`config.mk`:
```
export PLATFORM = sky130hd
export DESIGN_NAME = spike_rate_decoder
export DESIGN_NICKNAME = d
export VERILOG_FILES = /design/src/rtl/lif_pkg.sv /design/src/rtl/spike_edge_det.sv /design/src/rtl/spike_rate_decoder.sv
export SDC_FILE = /design/constraint.sdc
export NUM_CORES = 1
export LEC_CHECK = 0
export CELL_PAD_IN_SITES_DETAIL_PLACEMENT = 1
export CELL_PAD_IN_SITES_GLOBAL_PLACEMENT = 1
export CORE_MARGIN = 1
export CORE_UTILIZATION = 29
export DETAILED_ROUTE_END_ITERATION = 12
export GPL_TIMING_DRIVEN = 0
export PLACE_DENSITY = 0.69
export SKIP_CTS_REPAIR_TIMING = 1
export SYNTH_ARGS = -nofsm -noshare
export SYNTH_HDL_FRONTEND = slang
export SYNTH_SLANG_ARGS = --single-unit
```
`constraint.sdc`:
```
create_clock -name clk -period 1.88 [get_ports clk]
set_clock_uncertainty 0.1 [all_clocks]
set_input_delay 0.376 -clock clk [delete_from_list [all_inputs] [get_ports clk]]
set_output_delay 0.376 -clock clk [all_outputs]
set_load 0.01 [all_outputs]
```
`src/rtl/lif_pkg.sv`:
```
// lif_pkg: shared constants and ISI state type for the LIF neuron readback path.
package lif_pkg;
    localparam int LIF_WINDOW_LOG2 = 8;
    localparam int LIF_CNT_W = 8;
    localparam int LIF_ISI_W = 8;
    typedef enum logic {ISI_WAIT, ISI_RUN} isi_state_t;
endpackage

```
`src/rtl/spike_edge_det.sv`:
```
// spike_edge_det: rising-edge detector on a spike line; a held-high spike yields one evt.
module spike_edge_det (
    input  logic clk,
    input  logic rst_n,
    input  logic spike,
    output logic evt
);
    logic spk_q;
    always_ff @(posedge clk or negedge rst_n) begin
        if (!rst_n) spk_q <= 1'b0;
        else spk_q <= spike;
    end
    assign evt = spike & ~spk_q;
endmodule

```
`src/rtl/spike_rate_decoder.sv`:
```
// spike_rate_decoder: recovers a value from a spike train as a windowed edge rate
// and the inter-spike interval between consecutive edges.
module spike_rate_decoder
    import lif_pkg::*;
#(
    parameter int WINDOW_LOG2 = LIF_WINDOW_LOG2,
    parameter int CNT_W = LIF_CNT_W,
    parameter int ISI_W = LIF_ISI_W
) (
    input  logic             clk,
    input  logic             rst_n,
    input  logic             ena,
    input  logic             spike,
    output logic [CNT_W-1:0] rate,
    output logic             rate_valid,
    output logic             rate_sat,
    output logic [ISI_W-1:0] isi,
    output logic             isi_valid
);
    logic evt, term, sat_hit;
    logic [WINDOW_LOG2-1:0] win;
    logic [CNT_W-1:0] cnt, cnt_inc;
    logic sticky;
    logic [ISI_W-1:0] isi_cnt;
    isi_state_t state, state_nxt;

    spike_edge_det u_edge (
        .clk  (clk),
        .rst_n(rst_n),
        .spike(spike),
        .evt  (evt)
    );

    assign term    = ena & (&win);
    assign sat_hit = evt & (&cnt);
    assign cnt_inc = cnt + CNT_W'(evt & ~(&cnt));

    // An event on the terminal cycle is folded into the closing window.
    always_ff @(posedge clk or negedge rst_n) begin
        if (!rst_n) begin
            win        <= '0;
            cnt        <= '0;
            sticky     <= 1'b0;
            rate       <= '0;
            rate_sat   <= 1'b0;
            rate_valid <= 1'b0;
        end else if (!ena) begin
            win        <= '0;
            cnt        <= '0;
            sticky     <= 1'b0;
            rate_valid <= 1'b0;
        end else begin
            win        <= win + 1'b1;
            rate_valid <= term;
            rate       <= term ? cnt_inc : rate;
            rate_sat   <= term ? (sticky | sat_hit) : rate_sat;
            cnt        <= term ? '0 : cnt_inc;
            sticky     <= term ? 1'b0 : (sticky | sat_hit);
        end
    end

    always_ff @(posedge clk or negedge rst_n) begin
        if (!rst_n) state <= ISI_WAIT;
        else state <= state_nxt;
    end

    always_comb begin
        state_nxt = state;
        state_nxt = !ena ? ISI_WAIT : (evt ? ISI_RUN : state);
    end

    // The first edge after ISI_WAIT only arms the interval counter.
    always_ff @(posedge clk or negedge rst_n) begin
        if (!rst_n) begin
            isi_cnt   <= '0;
            isi       <= '0;
            isi_valid <= 1'b0;
        end else if (!ena) begin
            isi_cnt   <= '0;
            isi_valid <= 1'b0;
        end else begin
            isi_valid <= evt & (state == ISI_RUN);
            isi       <= (evt && state == ISI_RUN) ? isi_cnt : isi;
            isi_cnt   <= evt ? ISI_W'(1) :
                         (state == ISI_RUN && !(&isi_cnt)) ? isi_cnt + 1'b1 : isi_cnt;
        end
    end
endmodule

```
# Yosys cells after proc, flatten, opt, wreduce, memory -nomap -nowiden
# Cells that the tools add are included.
# W data, S select, Z words.
# word_totals
reg_bits	46
in_bits	4
output_inout_bits	19
elab_cells	44
# classes
add_sub_neg	3
eq_ne	2
muxes	12
n_bitwise	8
n_reduce_logical	8
# op_table
op	n
$mux W8	6
$reduce_and A8 Y1	3
$add A8 B1 Y8 const B	2
$add A8 B8 Y8	1
$and A1 B8 Y8	1
$not A1 Y8	1
$mux W1	6
$and A1 B1 Y1	4
$reduce_and A2 Y1	2
$ne A3 B1 Y1 const B	1
$logic_and A1 B1 Y1	2
$ne A2 B1 Y1 const B	1
$logic_not A1 Y1	1
$not A1 Y1	1
$or A1 B1 Y1	1

# Logic depth before layout (Yosys ltp)
# Gate-level depths: netlist (run 1).
# logic_depth
ltp_word	6
mapped_depth	8
ltp_nobuf	8

# Cells and area by module
# From an unflattened synthesis (run 1), not the netlist that was laid out.
# hier_totals
hier_cells	184
area_unflattened_um2	2044.5
# modules_own_cells
mod	n_inst	cells_each	area_each_um2
spike_rate_decoder	1	182	2005.7
spike_edge_det	1	2	38.8

# Least setup slack after synthesis (run 1)
# No wires, ideal clock.
# synth_path
path_type	register to register
from	reg u_edge.spk_q
to	reg rate[6]
t_arrival_ns	1.704
t_required_ns	1.698
setup_slack_ns	-0.006
path_stages_with_launch	9
path_buffers	1
period_less_slack_ns	1.886
path_cell_list	dfrtp_1 > nand2b_1 > clkbuf_1 > nor2_1 > ha_1 > ha_1 > nand2_1 > or3_1 > a31oi_1
# synth_via
elab_chain_len	4
# synth_lines
item	line	text
start, declared	spike_edge_det.sv:8	logic spk_q;
start signal, assigned	spike_edge_det.sv:11	else spk_q <= spike;
$not A1 Y1	spike_edge_det.sv:13	assign evt = spike & ~spk_q;
$and A1 B1 Y1	spike_edge_det.sv:13	
$and A1 B8 Y8	spike_rate_decoder.sv:36	assign cnt_inc = cnt + CNT_W'(evt & ~(&cnt));
$add A8 B8 Y8	spike_rate_decoder.sv:36	
end signal, assigned	spike_rate_decoder.sv:55	rate <= term ? cnt_inc : rate;
end, declared	spike_rate_decoder.sv:14	output logic [CNT_W-1:0] rate,
# Every way passes these cells.
# A chain may end at the register's enable or synchronous reset.

# Worst setup path after layout (run 1)
# layout_path
from	reg cnt[2]
to	reg rate[6]
# layout_via
elab_chain_len	4
# layout_lines
item	line	text
start, declared	spike_rate_decoder.sv:22	logic [CNT_W-1:0] cnt, cnt_inc;
start signal, assigned	spike_rate_decoder.sv:57	cnt <= term ? '0 : cnt_inc;
$reduce_and A8 Y1	spike_rate_decoder.sv:36	
$not A1 Y8	spike_rate_decoder.sv:36	
$and A1 B8 Y8	spike_rate_decoder.sv:36	
$add A8 B8 Y8 *	spike_rate_decoder.sv:36	
# Mark *: on every way between the ends. The rest lies on a longest branch, timed or not.

==> flow_summary.ini, run 1 <==
[run_status]
status = finished, final reports clean

[pwr]
power.density_mw_per_mm2 = 668
p_sw_uw = 435
seqPwrFrac_pct = 57.1
p_comb_share_pct = 7.2
vdd_drop_max_v = 0.000207
p_leak_nw = 1.15
swShare_pct = 24.2
p_int_mw = 1.36
power_mw = 1.80
pwr-share-clk_pct = 35.7

[critical_path]
critPathMaxFanout = 6
crit_type = reg -> reg
cp_data_arrival_time_ns = 1.98
cp_slowest_cell = dfrtp_2
r2r_cells = 8
cp.depth = 8
end_kind = register
crit_top_cell = ha_4
cp_slowest_stage_delay_ns = 0.49
critical-path-top-delay-family = simple AND/OR/NAND/NOR gates
worstPathCellList = nand4_1 -> nor2_2 -> nor2_4 -> ha_4 -> ha_4 -> nand2_2 -> or3_4 -> a31oi_1
critPathBufInv = 0
critical_path_required_ns = 2.01
crit_path_start_kind = register

[synthesis]
synth-compound-area-share_pct = 9.79
synth_nets = 197
syn_inst = 189
syn_area_per_cell_sq_um = 11.0
synth_seq_area_share_pct = 55.6
synthAdderAreaFrac_pct = 2.42
synthDistinctLibCells = 37
ys_seq_elements = 46
synthMuxAreaShare_pct = 7.73
synth_edf_count = 0
synth_area_sq_mm = 0.00207
synthFlopType = dfrtp_1
synth_top_family_by_area = simple AND/OR/NAND/NOR gates
synth_xor_area_share_pct = 2.54
yosys_warnings = 0
synthSimpleGateAreaFrac_pct = 19.5
async_flop_share_pct = 100

[sta]
max_freq_ghz = 0.541
maxSlewViolCount = 0
layout_min_cycle_time_ns = 1.85
setup_slack_ns = 0.0315
setup-violations-final = 0
max_slew_margin_pct = 66.2
worst_slew_pin_slew_ns = 0.508
rsz0062_at_grt = true
fin_hold_ws_ns = 0.192
finalHoldViolCount = 0
setup_tns_ns = 0
timing.final.crit_share_pct = 98.3

[clocking]
cts_sinks = 46
ctsRootBufferMaster = clkbuf_8
cts_tree = built
clkTransAtPathRegs_ns = 0.09
cts_made_buffers = 5
clk_latency_ns = 0.31
clockBufferDepth = 2
h-tree-depth = 2

[final_layout]
filler_cell_count = 772
final_cell_mix = dfrtp_1, a21oi_1, clkdlybuf4s50_1
multi_input_area_sq_um = 946
diodes = 0
layout.cells.non_filler = 326
fin_util_pct = 39.4
fin_area_sq_mm = 0.00269
final_nets = 237
syn2layout_area_growth_pct = 29.9
regArea_sq_mm = 0.00115
layout_commonest_cell = dfrtp_1
drive_gt1_share_pct = 22.2

[floorplanning]
io_pins = 23
die-area_sq_mm = 0.00748
core_sq_mm = 0.00683
die_y_um = 86.5
start_util_pct = 30.3
num_rows = 30
die_w_um = 86.5

[min_path]
min_path_cells = 1
hp-class = in -> reg

[placement]
place.gp.congestion = 0.702
io_buffers = 22
post-place-ws_ns = -0.665
placed_area_sq_mm = 0.00243
hpwl_um = 3180
placed_cells = 308

[detailed_routing]
firstDrtPassIters = 4
ant_nets = 0
vias = 1592
viasPerCell = 4.88
wl_um = 4720
drt_iter0_drc = 80
route.detailed.drc = 0
wire_per_inst_um = 14.5

[flow_run]
drv_cap = 0

[grt]
grt_overflow = 0
first_global_vias = 1666
grt.total_usage_pct = 14.1
grt_pass1_wl_um = 8130
antenna_found_initial = 0
grt_start_max_net_pins = 26
[cell type report]
| cell class | count | share of cell area [%] |
|---|---|---|
| Buffer | 7 | 1.35 |
| Clock buffer | 6 | 3.07 |
| Clock inverter | 2 | 0.465 |
| Inverter | 6 | 0.837 |
| Multi-Input combinational cell | 130 | 35.2 |
| Sequential cell | 46 | 42.9 |
| Tap cell | 96 | 4.47 |
| Timing Repair Buffer | 33 | 11.7 |
[power by group through the flow]
stage	combinational, mW	sequential (mW)	clock [mW]
final	0.130	1.03	0.642
after floorplan	0.0540	1.04	0
after global routing	0.148	1.03	0.690
after CTS	0.120	1.02	0.669
after global placement	0.112	1.04	0
after detailed placement	0.119	1.04	0
[per-layer routing]
| metal | routed length (um) | GRT usage, % |
|---|---|---|
| met4 | 76 | 6.67 |
| met2 | 2380 | 23.6 |
| met5 | 0 | 0 |
| met3 | 120 | 3.43 |
| met1 | 2140 | 17.0 |
[flip-flops by register name, summed over array words and instances, names as in the netlist, 8 cells and up]
name,cells
isi_cnt,8
isi,8
rate,8
cnt,8
win,8
[worst reg2reg max path: stages, from the launching register on]
cell	delay [ns]
dfrtp_2	0.49
nand4_1	0.14
nor2_2	0.06
nor2_4	0.10
ha_4	0.17
ha_4	0.15
nand2_2	0.05
or3_4	0.34
a31oi_1	0.17
[cells in the mapped netlist (2+ instances only)]
library cell	instances	area share, %
xnor2_1	2	0.85
or3_1	8	2.4
xor2_1	4	1.7
mux2_2	8	4.4
a211oi_1	2	0.72
buf_2	2	0.48
ha_1	4	2.4
o21ai_0	6	1.5
and4_1	4	1.7
nand2_1	9	1.6
mux2_4	2	1.5
a21oi_1	22	5.3
inv_1	6	1.1
nand3_1	14	3.4
nand4_1	5	1.5
nor3_1	2	0.48
mux2i_1	4	1.9
nor2_1	14	2.5
clkbuf_1	5	0.91
dfrtp_1	46	56
a31oi_1	3	0.91
nor3b_1	2	0.72
[cell families after synthesis]
kind of cell | Yosys count
buffers and inverters | 13
DFF | 46
muxes | 14
AOI/OAI and AO/OA | 37
xor gates and xnor gates | 6
adders and majority gates | 4
and+or+nand+nor | 69
[final timing paths]
kind	slack [ns]	start	endpoint
max in group asynchronous	0.68	rst_n	cnt[3]
hold reg to reg	0.37	win[0]	win[0]
setup / recovery	0.03	cnt[2]	rate[6]
setup reg to reg	0.03	cnt[2]	rate[6]
hold / removal	0.19	spike	u_edge.spk_q
min in group asynchronous	0.48	rst_n	isi[0]
Power figures use the tool's default switching activity.
==> inputs of run 2 (changes only) <==
--- a/config.mk
+++ b/config.mk
@@ -12,6 +12,7 @@
 export DETAILED_ROUTE_END_ITERATION = 12
 export GPL_TIMING_DRIVEN = 0
 export PLACE_DENSITY = 0.69
+export RECOVER_POWER = 50
 export SKIP_CTS_REPAIR_TIMING = 1
 export SYNTH_ARGS = -nofsm -noshare
 export SYNTH_HDL_FRONTEND = slang
==> run 2 against run 1 <==
Worst setup slack unchanged. Cell count unchanged. First-iteration DRC count is the same. Global-route usage is the same. Register-to-register slack barely moved. Critical path type unchanged. Largest cell class unchanged. Highest routed layer unchanged.
==> flow_summary.ini, run 2 (synthesis results as in run 1) <==
[placement]
place.gp.congestion = 0.702
io_buffers = 22
hpwl_um = 3180

[critical_path]
rr_startpoint = cnt[2]
crit_path_start_kind = register
worstPathCellList = nand4_1 -> nor2_2 -> nor2_4 -> ha_4 -> ha_4 -> nand2_2 -> or3_4 -> a31oi_1
crit_type = reg -> reg
crit_path_start = cnt[2]
r2r_end = rate[6]
end_kind = register
endpoint = rate[6]
critical_path_required_ns = 2.01
r2r_setup_slack_ns = 0.03
cp_data_arrival_time_ns = 1.98
cp_slowest_stage_delay_ns = 0.49
critPathMaxFanout = 6
cp_slowest_cell = dfrtp_2
r2r_cells = 8
crit_top_cell = ha_4

[sta]
max_freq_ghz = 0.541
finalHoldViolCount = 0
max_slew_margin_pct = 62.3
worst_slew_pin_slew_ns = 0.565
layout_min_cycle_time_ns = 1.85
timing.final.crit_share_pct = 98.3
rsz0062_at_grt = true
setup-violations-final = 0
maxSlewViolCount = 0
fin_hold_ws_ns = 0.153
setup_tns_ns = 0

[detailed_routing]
wire_per_inst_um = 14.5
vias = 1594
ant_nets = 0
wl_um = 4720
firstDrtPassIters = 4
viasPerCell = 4.89
drt_iter0_drc = 80
route.detailed.drc = 0

[pwr]
power_mw = 1.80
power.density_mw_per_mm2 = 670
p_leak_nw = 1.14
vdd_drop_max_v = 0.000207

[final_layout]
drive_gt1_share_pct = 22.2
final_nets = 237
multi_input_area_sq_um = 946
layout_commonest_cell = dfrtp_1
final_cell_mix = dfrtp_1, a21oi_1, clkdlybuf4s50_1
diodes = 0
syn2layout_area_growth_pct = 29.5
regArea_sq_mm = 0.00115
filler_cell_count = 774

[clocking]
cts_sinks = 46
clk_latency_ns = 0.31
cts_tree = built
clkTransAtPathRegs_ns = 0.09
clockBufferDepth = 2
cts_made_buffers = 5
ctsRootBufferMaster = clkbuf_8
h-tree-depth = 2

[grt]
grt_overflow = 0
grt_pass1_wl_um = 8130
grt_start_max_net_pins = 26
antenna_found_initial = 0
first_global_vias = 1666
grt.total_usage_pct = 14.1

[min_path]
hp-class = in -> reg
holdCritStartpoint = spike

[run_status]
status = finished, final reports clean

[floorplanning]
die_y_um = 86.5
start_util_pct = 30.3
die_w_um = 86.5
num_rows = 30
die-area_sq_mm = 0.00748
core_sq_mm = 0.00683
io_pins = 23

[flow_run]
drv_cap = 0
run 2: changes by cell type in the layout (fill, tap and decap cells not counted):
cell | before | now
clkbuf_1 | 4 | 5
clkbuf_2 | 0 | 1
dlymetal6s2s_1 | 1 | 0
buf_2 | 3 | 2
run 2: final cells by class:
class | count | area share (%)
plain buffers | 7 | 1.35
clock buffers | 6 | 3.08
clock inverters | 2 | 0.467
inverters | 6 | 0.840
multi-input cells | 130 | 35.3
flip-flops and latches | 46 | 43.1
well taps | 96 | 4.48
repair buffers | 33 | 11.4
run 2: critical path, delay by kind of cell, from the launching register on:
family / cells / cell delay [ns]
compound gates: 1 / 0.17
flops: 1 / 0.49
simple gates: 5 / 0.69
fa+ha+maj: 2 / 0.31
run 2: worst min-delay path by stage:
stage	depth (start not counted)	slack, ns	end
6_report	1	0.15	u_edge.spk_q
5_1_grt	1	0.15	u_edge.spk_q
4_1_cts	1	-0.06	isi[0]
3_5_place_dp	1	0.28	isi[0]
3_3_place_gp	1	0.35	win[0]
2_1_floorplan	0	-0.02	cnt[0]
run 2: metal layers:
layer  up-vias  track usage (%)  share of wire [%]
met2        23             23.6                 50
met4         0             6.67                1.6
li1        765                -                  -
met5         -                0                  0
met1       800             17.0                 45
met3         6             3.43                2.6
run 2: where the power goes:
part | switching [mW] | internal, mW
Clock | 0.346 | 0.296
Combinational | 0.0717 | 0.0571
Sequential | 0.0174 | 1.01
run 2: metrics by stage:
step,instances,instance area [sq um],util [%],setup slack (ns)
global route,326,2680,39.2,-0.0515
floorplan,189,2070,-,0.0221
global placement,307,2410,35.3,-0.982
finish,326,2680,39.2,0.0315
CTS,316,2520,37.0,-0.330
detailed placement,308,2430,35.6,-0.665
